File: src/rtl/cfg_status_reg_bank_if.sv
// Request/response bus between the AXI-lite front-end (master) and the
// configuration/status register bank (slave).
interface cfg_status_reg_bank_if #(
    parameter int unsigned DATA_W = 32,
    parameter int unsigned ADDR_W = 32
);
    localparam int unsigned STRB_W = DATA_W / 8;

    logic              req_valid;
    logic              req_ready;
    logic              req_write;
    logic [ADDR_W-1:0] req_addr;
    logic [DATA_W-1:0] req_wdata;
    logic [STRB_W-1:0] req_wstrb;
    logic              rsp_valid;
    logic              rsp_ready;
    logic [DATA_W-1:0] rsp_rdata;
    logic              rsp_err;

    modport master (
        output req_valid, req_write, req_addr, req_wdata, req_wstrb, rsp_ready,
        input  req_ready, rsp_valid, rsp_rdata, rsp_err
    );

    modport slave (
        input  req_valid, req_write, req_addr, req_wdata, req_wstrb, rsp_ready,
        output req_ready, rsp_valid, rsp_rdata, rsp_err
    );
endinterface

File: src/rtl/cfg_status_reg_bank.sv
// Parametrised config/status register bank with per-bit RW/W1C/WO/RC/RO/PULSE
// classes, sticky hardware event capture and a level interrupt.
module cfg_status_reg_bank #(
    parameter int unsigned                    DATA_W     = 32,
    parameter int unsigned                    ADDR_W     = 32,
    parameter int unsigned                    NUM_REGS   = 2,
    parameter logic [NUM_REGS*ADDR_W-1:0]     REG_ADDR   = {32'h8, 32'h0},
    parameter logic [NUM_REGS*DATA_W-1:0]     RW_MASK    = {32'hF, 32'h07FFFFFC},
    parameter logic [NUM_REGS*DATA_W-1:0]     W1C_MASK   = {32'h03FE0000, 32'h0},
    parameter logic [NUM_REGS*DATA_W-1:0]     WO_MASK    = {32'hF0, 32'h3},
    parameter logic [NUM_REGS*DATA_W-1:0]     RC_MASK    = {32'hF000, 32'hC0000000},
    parameter logic [NUM_REGS*DATA_W-1:0]     RO_MASK    = {32'hF00, 32'h30000000},
    parameter logic [NUM_REGS*DATA_W-1:0]     PULSE_MASK = {32'h80010000, 32'h08000000},
    parameter logic [NUM_REGS*DATA_W-1:0]     RESET_VAL  = '0
) (
    input  logic                         clk,
    input  logic                         rst,
    cfg_status_reg_bank_if.slave         bus,
    input  logic [NUM_REGS*DATA_W-1:0]   hw_status,
    input  logic [NUM_REGS*DATA_W-1:0]   hw_set,
    output logic [NUM_REGS*DATA_W-1:0]   cfg_out,
    output logic [NUM_REGS*DATA_W-1:0]   pulse_out,
    output logic                         irq
);
    localparam int unsigned STRB_W = DATA_W / 8;

    typedef enum logic [0:0] {
        S_IDLE = 1'b0,
        S_RESP = 1'b1
    } state_e;

    function automatic logic [DATA_W-1:0] mask_of(input logic [NUM_REGS*DATA_W-1:0] m,
                                                  input int unsigned r);
        return m[r*DATA_W +: DATA_W];
    endfunction

    function automatic logic [ADDR_W-1:0] addr_of(input int unsigned r);
        return REG_ADDR[r*ADDR_W +: ADDR_W];
    endfunction

    function automatic logic [DATA_W-1:0] strb_to_mask(input logic [STRB_W-1:0] s);
        logic [DATA_W-1:0] m;
        m = '0;
        for (int unsigned b = 0; b < STRB_W; b++) begin
            m[b*8 +: 8] = {8{s[b]}};
        end
        return m;
    endfunction

    // A bit may belong to at most one class.
    function automatic logic has_overlap(input int unsigned r);
        logic [DATA_W-1:0] seen;
        logic [DATA_W-1:0] ovl;
        seen = mask_of(RW_MASK, r);
        ovl  = seen & mask_of(W1C_MASK, r);
        seen = seen | mask_of(W1C_MASK, r);
        ovl  = ovl | (seen & mask_of(WO_MASK, r));
        seen = seen | mask_of(WO_MASK, r);
        ovl  = ovl | (seen & mask_of(RC_MASK, r));
        seen = seen | mask_of(RC_MASK, r);
        ovl  = ovl | (seen & mask_of(RO_MASK, r));
        seen = seen | mask_of(RO_MASK, r);
        ovl  = ovl | (seen & mask_of(PULSE_MASK, r));
        return |ovl;
    endfunction

    state_e                      state_q, state_d;
    logic                        ready_q, ready_d;
    logic                        rvalid_q, rvalid_d;
    logic [DATA_W-1:0]           rdata_q, rdata_d;
    logic                        err_q, err_d;
    logic [DATA_W-1:0]           store_q [NUM_REGS];
    logic [DATA_W-1:0]           store_d [NUM_REGS];
    logic [NUM_REGS*DATA_W-1:0]  pulse_q, pulse_d;
    logic                        irq_q, irq_d;
    logic [NUM_REGS-1:0]         sel;
    logic [DATA_W-1:0]           wmask;

    if (DATA_W % 8 != 0) begin : g_bad_width
        $error("DATA_W must be a multiple of 8");
    end

    for (genvar g = 0; g < NUM_REGS; g++) begin : g_reg
        if (has_overlap(g)) begin : g_overlap
            $error("overlapping bit-class masks in register %0d", g);
        end
        assign cfg_out[g*DATA_W +: DATA_W] =
            store_q[g] & (mask_of(RW_MASK, g) | mask_of(WO_MASK, g));
    end

    // Next-state: FSM, register updates on accept, sticky capture, irq.
    always_comb begin
        state_d  = state_q;
        ready_d  = ready_q;
        rvalid_d = rvalid_q;
        rdata_d  = rdata_q;
        err_d    = err_q;
        store_d  = store_q;
        pulse_d  = '0;
        irq_d    = 1'b0;
        sel      = '0;
        wmask    = strb_to_mask(bus.req_wstrb);

        for (int unsigned r = 0; r < NUM_REGS; r++) begin
            sel[r] = (bus.req_addr == addr_of(r));
        end

        unique case (state_q)
            S_IDLE: begin
                if (bus.req_valid) begin
                    state_d  = S_RESP;
                    ready_d  = 1'b0;
                    rvalid_d = 1'b1;
                    err_d    = ~(|sel);
                    rdata_d  = '0;
                    for (int unsigned r = 0; r < NUM_REGS; r++) begin
                        if (sel[r]) begin
                            if (bus.req_write) begin
                                store_d[r] = (store_q[r]
                                    & ~(wmask & (mask_of(RW_MASK, r) | mask_of(WO_MASK, r)))
                                    & ~(bus.req_wdata & wmask & mask_of(W1C_MASK, r)))
                                    | (bus.req_wdata & wmask
                                       & (mask_of(RW_MASK, r) | mask_of(WO_MASK, r)));
                                pulse_d[r*DATA_W +: DATA_W] =
                                    bus.req_wdata & wmask & mask_of(PULSE_MASK, r);
                            end else begin
                                rdata_d = (store_q[r] & (mask_of(RW_MASK, r)
                                           | mask_of(W1C_MASK, r) | mask_of(RC_MASK, r)))
                                        | (hw_status[r*DATA_W +: DATA_W] & mask_of(RO_MASK, r));
                                store_d[r] = store_q[r] & ~mask_of(RC_MASK, r);
                            end
                        end
                    end
                end
            end
            S_RESP: begin
                if (bus.rsp_ready) begin
                    state_d  = S_IDLE;
                    ready_d  = 1'b1;
                    rvalid_d = 1'b0;
                end
            end
            default: state_d = S_IDLE;
        endcase

        // Hardware set is applied last so it wins over a same-cycle clear.
        for (int unsigned r = 0; r < NUM_REGS; r++) begin
            store_d[r] = store_d[r] | (hw_set[r*DATA_W +: DATA_W]
                         & (mask_of(W1C_MASK, r) | mask_of(RC_MASK, r)));
            irq_d = irq_d | (|(store_q[r] & mask_of(W1C_MASK, r)));
        end
    end

    always_ff @(posedge clk) begin
        if (rst) begin
            state_q  <= S_IDLE;
            ready_q  <= 1'b1;
            rvalid_q <= 1'b0;
            rdata_q  <= '0;
            err_q    <= 1'b0;
            pulse_q  <= '0;
            irq_q    <= 1'b0;
            for (int unsigned r = 0; r < NUM_REGS; r++) begin
                store_q[r] <= mask_of(RESET_VAL, r)
                              & (mask_of(RW_MASK, r) | mask_of(WO_MASK, r));
            end
        end else begin
            state_q  <= state_d;
            ready_q  <= ready_d;
            rvalid_q <= rvalid_d;
            rdata_q  <= rdata_d;
            err_q    <= err_d;
            pulse_q  <= pulse_d;
            irq_q    <= irq_d;
            store_q  <= store_d;
        end
    end

    assign bus.req_ready = ready_q;
    assign bus.rsp_valid = rvalid_q;
    assign bus.rsp_rdata = rdata_q;
    assign bus.rsp_err   = err_q;
    assign pulse_out     = pulse_q;
    assign irq           = irq_q;

endmodule

File: src/flat_wrapper.sv
// flat-port wrapper written by rule: the top's interface ports become plain ports
module cfg_status_reg_bank_flat 
#(
    parameter int unsigned                    DATA_W     = 32,
    parameter int unsigned                    ADDR_W     = 32,
    parameter int unsigned                    NUM_REGS   = 2,
    parameter logic [NUM_REGS*ADDR_W-1:0]     REG_ADDR   = {32'h8, 32'h0},
    parameter logic [NUM_REGS*DATA_W-1:0]     RW_MASK    = {32'hF, 32'h07FFFFFC},
    parameter logic [NUM_REGS*DATA_W-1:0]     W1C_MASK   = {32'h03FE0000, 32'h0},
    parameter logic [NUM_REGS*DATA_W-1:0]     WO_MASK    = {32'hF0, 32'h3},
    parameter logic [NUM_REGS*DATA_W-1:0]     RC_MASK    = {32'hF000, 32'hC0000000},
    parameter logic [NUM_REGS*DATA_W-1:0]     RO_MASK    = {32'hF00, 32'h30000000},
    parameter logic [NUM_REGS*DATA_W-1:0]     PULSE_MASK = {32'h80010000, 32'h08000000},
    parameter logic [NUM_REGS*DATA_W-1:0]     RESET_VAL  = '0
)
  (clk, rst, hw_status, hw_set, cfg_out, pulse_out, irq, bus_req_valid, bus_req_write, bus_req_addr, bus_req_wdata, bus_req_wstrb, bus_rsp_ready, bus_req_ready, bus_rsp_valid, bus_rsp_rdata, bus_rsp_err);
  cfg_status_reg_bank_if #(.DATA_W(DATA_W), .ADDR_W(ADDR_W)) bus_i ();
  input  logic clk;
  input  logic rst;
  input  logic [NUM_REGS*DATA_W-1:0] hw_status;
  input  logic [NUM_REGS*DATA_W-1:0] hw_set;
  output logic [NUM_REGS*DATA_W-1:0] cfg_out;
  output logic [NUM_REGS*DATA_W-1:0] pulse_out;
  output logic irq;
  input wire logic [$bits(bus_i.req_valid)-1:0] bus_req_valid;
  input wire logic [$bits(bus_i.req_write)-1:0] bus_req_write;
  input wire logic [$bits(bus_i.req_addr)-1:0] bus_req_addr;
  input wire logic [$bits(bus_i.req_wdata)-1:0] bus_req_wdata;
  input wire logic [$bits(bus_i.req_wstrb)-1:0] bus_req_wstrb;
  input wire logic [$bits(bus_i.rsp_ready)-1:0] bus_rsp_ready;
  output wire logic [$bits(bus_i.req_ready)-1:0] bus_req_ready;
  output wire logic [$bits(bus_i.rsp_valid)-1:0] bus_rsp_valid;
  output wire logic [$bits(bus_i.rsp_rdata)-1:0] bus_rsp_rdata;
  output wire logic [$bits(bus_i.rsp_err)-1:0] bus_rsp_err;
  assign bus_i.req_valid = bus_req_valid;
  assign bus_i.req_write = bus_req_write;
  assign bus_i.req_addr = bus_req_addr;
  assign bus_i.req_wdata = bus_req_wdata;
  assign bus_i.req_wstrb = bus_req_wstrb;
  assign bus_i.rsp_ready = bus_rsp_ready;
  assign bus_req_ready = bus_i.req_ready;
  assign bus_rsp_valid = bus_i.rsp_valid;
  assign bus_rsp_rdata = bus_i.rsp_rdata;
  assign bus_rsp_err = bus_i.rsp_err;
  cfg_status_reg_bank #(.DATA_W(DATA_W), .ADDR_W(ADDR_W), .NUM_REGS(NUM_REGS), .REG_ADDR(REG_ADDR), .RW_MASK(RW_MASK), .W1C_MASK(W1C_MASK), .WO_MASK(WO_MASK), .RC_MASK(RC_MASK), .RO_MASK(RO_MASK), .PULSE_MASK(PULSE_MASK), .RESET_VAL(RESET_VAL)) u_core (.clk(clk), .rst(rst), .bus(bus_i), .hw_status(hw_status), .hw_set(hw_set), .cfg_out(cfg_out), .pulse_out(pulse_out), .irq(irq));
endmodule
File: config.mk
export PLATFORM = sky130hd
export DESIGN_NAME = cfg_status_reg_bank_flat
export DESIGN_NICKNAME = d
export VERILOG_FILES = /design/src/rtl/cfg_status_reg_bank_if.sv /design/src/rtl/cfg_status_reg_bank.sv /design/src/flat_wrapper.sv
export SDC_FILE = /design/constraint.sdc
export NUM_CORES = 1
export LEC_CHECK = 0
export CORE_AREA = 2 2 143 145
export DETAILED_ROUTE_END_ITERATION = 8
export DIE_AREA = 0 0 145 147
export GPL_ROUTABILITY_DRIVEN = 0
export PLACE_DENSITY = 0.69
export SLEW_MARGIN = 20
export SYNTH_ARGS = -nofsm -noshare
export SYNTH_HDL_FRONTEND = slang
export SYNTH_SLANG_ARGS = --single-unit
File: constraint.sdc
create_clock -name clk -period 3.2 [get_ports clk]
set_clock_uncertainty 0.05 [all_clocks]
set_input_delay 0.64 -clock clk [delete_from_list [all_inputs] [get_ports clk]]
set_output_delay 0.64 -clock clk [all_outputs]
set_load 0.02 [all_outputs]
Word-level counts from Yosys, hierarchy flattened. Index checks and enable logic that the tools add are counted. Widths: inputs -> output; s select.

Word-level logic and storage cells: 62. Output and inout port bits: 164. Bits of input ports: 201. Flip-flop bits (word level): 165.

Eq/ne operators: 3. Bitwise operators: 19. Multiplexer cells: 19. Reduce and logical (&&, ||, !) cells: 9.

Operator list (number): $mux 32 (8); $and 32x32->32 (4); $mux 64 (2); $eq 32x4->1 const B (1); $logic_not 32->1 (1); $not 26->32 (1); $not 27->32 (1); $not 8->32 (1); $or 32x26->32 (1); $or 32x27->32 (1); $or 32x30->32 (1); $or 32x32->32 (1); $or 32x8->32 (1); $or 26x12->26 (1); $reduce_or 5->1 (2); $reduce_or 9->1 (1); $reduce_or 4->1 (2); $mux 1 (6); $not 1->1 (6); $pmux 1 s2 (3); $ne 2x2->1 const B (2); $reduce_and 2->1 (2); $reduce_or 2->1 (1).

Longest topological paths before layout.
Word-level depth: 9. Gate-level depth with buffers: 7. Mapped depth without buffers: 4.

Least setup slack after synthesis. No wires, ideal clock.

Path type: input to register. From: in bus_req_addr[20]. To: reg u_core.store_q[12] (netlist name). Required time: 3003 ps. Buffers on the path: 1. Library setup time: 147 ps. Data arrival time: 1876 ps. Stages on the path: 5. Slack: 1127 ps. Cell sequence: nor4_1 > nand4_1 > buf_2 > nor4_1 > o22ai_1.

Cells in the longest elaborated chain, start to end: 5.

Ends and longest elaborated chain: from (decl) (RTL line flat_wrapper.sv:27) `input wire logic [$bits(bus_i.req_addr)-1:0] bus_req_addr;`; $eq 32x4->1 (RTL line cfg_status_reg_bank.sv:105) `sel[r] = (bus.req_addr == addr_of(r));`; $mux 32 (RTL line cfg_status_reg_bank.sv:117) `if (sel[r]) begin`; $mux 64 (RTL line cfg_status_reg_bank.sv:110) `if (bus.req_valid) begin`; $mux 64 (RTL line cfg_status_reg_bank.sv:108) `unique case (state_q)`; $or 32x26->32 (RTL line cfg_status_reg_bank.sv:148) `store_d[r] = store_d[r] | (hw_set[r*DATA_W +: DATA_W]`; to (signal, indexed assignment) (RTL line cfg_status_reg_bank.sv:164) `store_q[r] <= mask_of(RESET_VAL, r)`; to (signal assigned) (RTL line cfg_status_reg_bank.sv:175) `store_q <= store_d;`; to (decl) (RTL line cfg_status_reg_bank.sv:72) `logic [DATA_W-1:0] store_q [NUM_REGS];`.

No other way between the ends. A chain may end at the register's enable or synchronous reset.

Worst setup path after layout.
From: in bus_req_addr[23]. To: reg u_core.rdata_q[31] (netlist: u_core.bus.rsp_rdata[31]).

Cells in the longest elaborated chain, start to end: 4. Elaborated cells between the ends (all ways): 5. Those cells by class: eq/ne (1); mux (3); reduce/logical (1).

Ends and longest elaborated chain: $logic_not 32->1 (RTL line cfg_status_reg_bank.sv:105); $mux 32 (RTL line cfg_status_reg_bank.sv:117); $mux 32 (RTL line cfg_status_reg_bank.sv:118) `if (bus.req_write) begin`; $mux 32 (*) (RTL line cfg_status_reg_bank.sv:117); to (signal assigned) (RTL line cfg_status_reg_bank.sv:171) `rdata_q <= rdata_d;`; to (decl) (RTL line cfg_status_reg_bank.sv:70) `logic [DATA_W-1:0] rdata_q, rdata_d;`.

Every way passes the cells marked *; elsewhere a longest branch is shown, timed or not.

==> impl_metrics.csv <==
group,metric,value,unit
min_path,min_to,"u_core.bus.rsp_rdata[10]",
die,ios,365,
logic_synthesis,syn_inst,549,
layout,nets,865,
layout,drive_gt1_share,10.5,%
logic_synthesis,synth-seq-area-share,37.4,%
logic_synthesis,synth_cell_types,32,
min_path,hold_path_startpoint,"u_core.bus.rsp_rdata[10]",
logic_synthesis,synth.top_cell.area_share,37.4,%
setup_path,critical_path_arrival,2.79,ns
logic_synthesis,synth-seq-cells,89,
detailed_routing,wl,14500,microns
setup_path,r2r_start,"u_core.state_q",
timing,slew_headroom,57.5,%
clock_network,cts_tree,"done",
detailed_routing,drt_iter0_drc,111,
detailed_routing,num_vias,4050,
setup_path,crit_slowest_cell,"or4_4",
global_route,grt_usage,13.0,%
layout,n_antenna_cell,0,
logic_synthesis,synth_largest_area_cell,"dfxtp_1",
layout,synthToLayoutAreaGrowth,34.4,%
setup_path,cp-end-kind,"flop",
clock_network,path_clk_slew,0.06,ns
clock_network,ctsHtreeMaxLevel,3,
setup_path,crit_path_max_incr_delay,0.83,ns
setup_path,start_kind,"input pin",
place,dp_cells,923,
clock_network,holdBufCountCts,0,
setup_path,path_cells,"clkdlybuf4s50_1, nor4_1, nand4_1, or4_4, o21ai_0",
run_status,status,"complete, no violations",
setup_path,cp_top_family,"simple AND/OR/NAND/NOR gates",
logic_synthesis,yosys-top-cells-area,"dfxtp_1 37%, buf_4 20%, o21ai_2 5.5%, o31ai_1 5.5%, nand4_1 4.9%",
timing,rsz0062_at_grt,"false",
die,die_height,147,microns
clock_network,cts_buffer_depth,2,
detailed_routing,drc_errors,0,
min_path,hp-class,"flop to flop",
setup_path,worst-path-buf-inv,1,
detailed_routing,first_pass_iters,4,
clock_network,numCtsBuffers,9,
pwr,vdd_drop_max,284,uV
timing,worst_slew_pin_slew,0.638,ns
timing,period_needed,2.59,ns
clock_network,cts.sinks,89,
place,portBuffers,163,
logic_synthesis,synth_edf_count,0,
logic_synthesis,synthTopCellsByCount,"126 x buf_4, 89 x dfxtp_1, 50 x nand2_1",
die,core,19800,sq um
global_route,first_global_vias,3727,
timing,tns,0,ns
timing,post-route-period-util,81.1,%
logic_synthesis,async_flop_share,0,%
setup_path,crit_fanout,31,
logic_synthesis,synth.most_common_cell,"buf_4",
clock_network,cts_resized,0,
die,fp.dieW,145,microns
clock_network,post-cts-setup-buffers,0,
setup_path,worstRegToRegCells,4,
clock_network,clk_latency,0.33,ns
min_path,holdPathStages,2,
layout,post-route-util,32.3,%
detailed_routing,routed_via_density,4.31,
global_route,grt_first_pass_wirelength,21500,microns
global_route,grt_max_degree,53,
setup_path,crit_type,"input pin to flop",
timing,setup_viol_count_final,0,
global_route,antenna_found_initial,1,
setup_path,rrSetupSlack,1.36,ns
detailed_routing,wire_per_inst,15.5,microns
detailed_routing,ant_nets,0,
pwr,p_leak,0.00237,uW
die,die_area,21300,sq um
timing,drv_slew,0,
setup_path,required,3.40,ns
pwr,power-per-cell-area,414,nW/um^2
flow_run,drv_cap,0,
die,row_count,52,
die,start_util,24.0,%
timing,hold_viol,0,
setup_path,r2r-end,"u_core.bus.rsp_rdata[31]",
place,dpl.hpwl,11000,microns
layout,instances_no_fill,939,
global_route,grt_overflow_total,0,
logic_synthesis,yosysWarnings,0,
logic_synthesis,synthFlopType,"dfxtp_1",
clock_network,cts_root_buffer,"clkbuf_16",
logic_synthesis,syn_area_per_cell,8.68,sq um
timing,fmax,0.385,GHz
logic_synthesis,synthesis.area,4760,sq um
## routing by layer
layer | part of all wire, % | vias up | GRT usage [%] | routed length [microns]
met5 | 0 | - | 0 | 0
li1 | - | 1953 | - | -
met1 | 39 | 1887 | 15.1 | 5610
met4 | 1.1 | 0 | 3.17 | 155
met3 | 9.9 | 10 | 3.85 | 1440
met2 | 50 | 200 | 23.5 | 7300
## how the worst max path moves through the flow
stage,cells after the start,endpoint,start
final,5,u_core.bus.rsp_rdata[31],bus_req_addr[23]
after global routing,5,u_core.bus.rsp_rdata[31],bus_req_addr[23]
after CTS,5,u_core.bus.rsp_rdata[31],bus_req_addr[23]
after detailed placement,5,u_core.bus.rsp_rdata[31],bus_req_addr[23]
after global placement,5,u_core.bus.rsp_rdata[31],bus_req_addr[2]
after floorplan,5,u_core.store_q[12],bus_req_addr[20]
## tightest hold or removal path: cells and delay by family, from the launching register on
family / cells / cell delay (ns)
flops: 1 / 0.32
compound gates: 1 / 0.04
simple gates: 1 / 0.06
## area by class of cell
class                           count  area (sq um)
Fill cell                        2072         13400
Multi-Input combinational cell    374          2170
Sequential cell                    89          1780
Timing Repair Buffer              178          1750
Tap cell                          270           338
Clock buffer                        9           225
Clock inverter                      7           100
Inverter                           12          45.0
## cell families (layout without fill, tap and decap cells)
kind of cell | count (synthesis) | after routing | synth area share, %
buffers and inverters | 176 | 206 | 24.4
AND/OR/NAND/NOR | 142 | 142 | 16.0
AO/OA/AOI/OAI | 122 | 122 | 18.1
flip-flops | 89 | 89 | 37.4
multiplexers | 19 | 19 | 3.99
other | 1 | 91 | 0.0787
## report_power, final
| group | total [uW] | internal, uW | switching (uW) |
|---|---|---|---|
| clock | 1170 | 694 | 476 |
| combinational | 338 | 138 | 199 |
| sequential | 1140 | 1130 | 14.0 |
## cells in the final DEF, fill, tap and decap left out, types with 5 or more instances in the layout
cell / instances
a21oi_1: 37
and2_1: 6
o21ai_2: 30
clkbuf_16: 9
conb_1: 91
nand2_1: 50
nor4_1: 5
nand2b_1: 5
buf_4: 14
mux2i_1: 19
clkdlybuf4s50_1: 161
dfxtp_1: 89
nor2_1: 18
o31ai_1: 35
inv_1: 12
nand4_1: 37
a311oi_1: 9
## stage by stage
| step | setup slack, ns | power, uW | instance area [sq um] | hold slack (ns) |
|---|---|---|---|---|
| after floorplan | 1.13 | 1420 | 5100 | 0.394 |
| after global placement | 0.305 | 1500 | 6080 | 0.385 |
| after detailed placement | 0.254 | 1500 | 6080 | 0.390 |
| after CTS | 0.602 | 2670 | 6400 | 0.406 |
| after global routing | 0.485 | 2740 | 6400 | 0.425 |
| final | 0.606 | 2650 | 6400 | 0.402 |
Note: power is estimated with default switching activity, not from simulation.
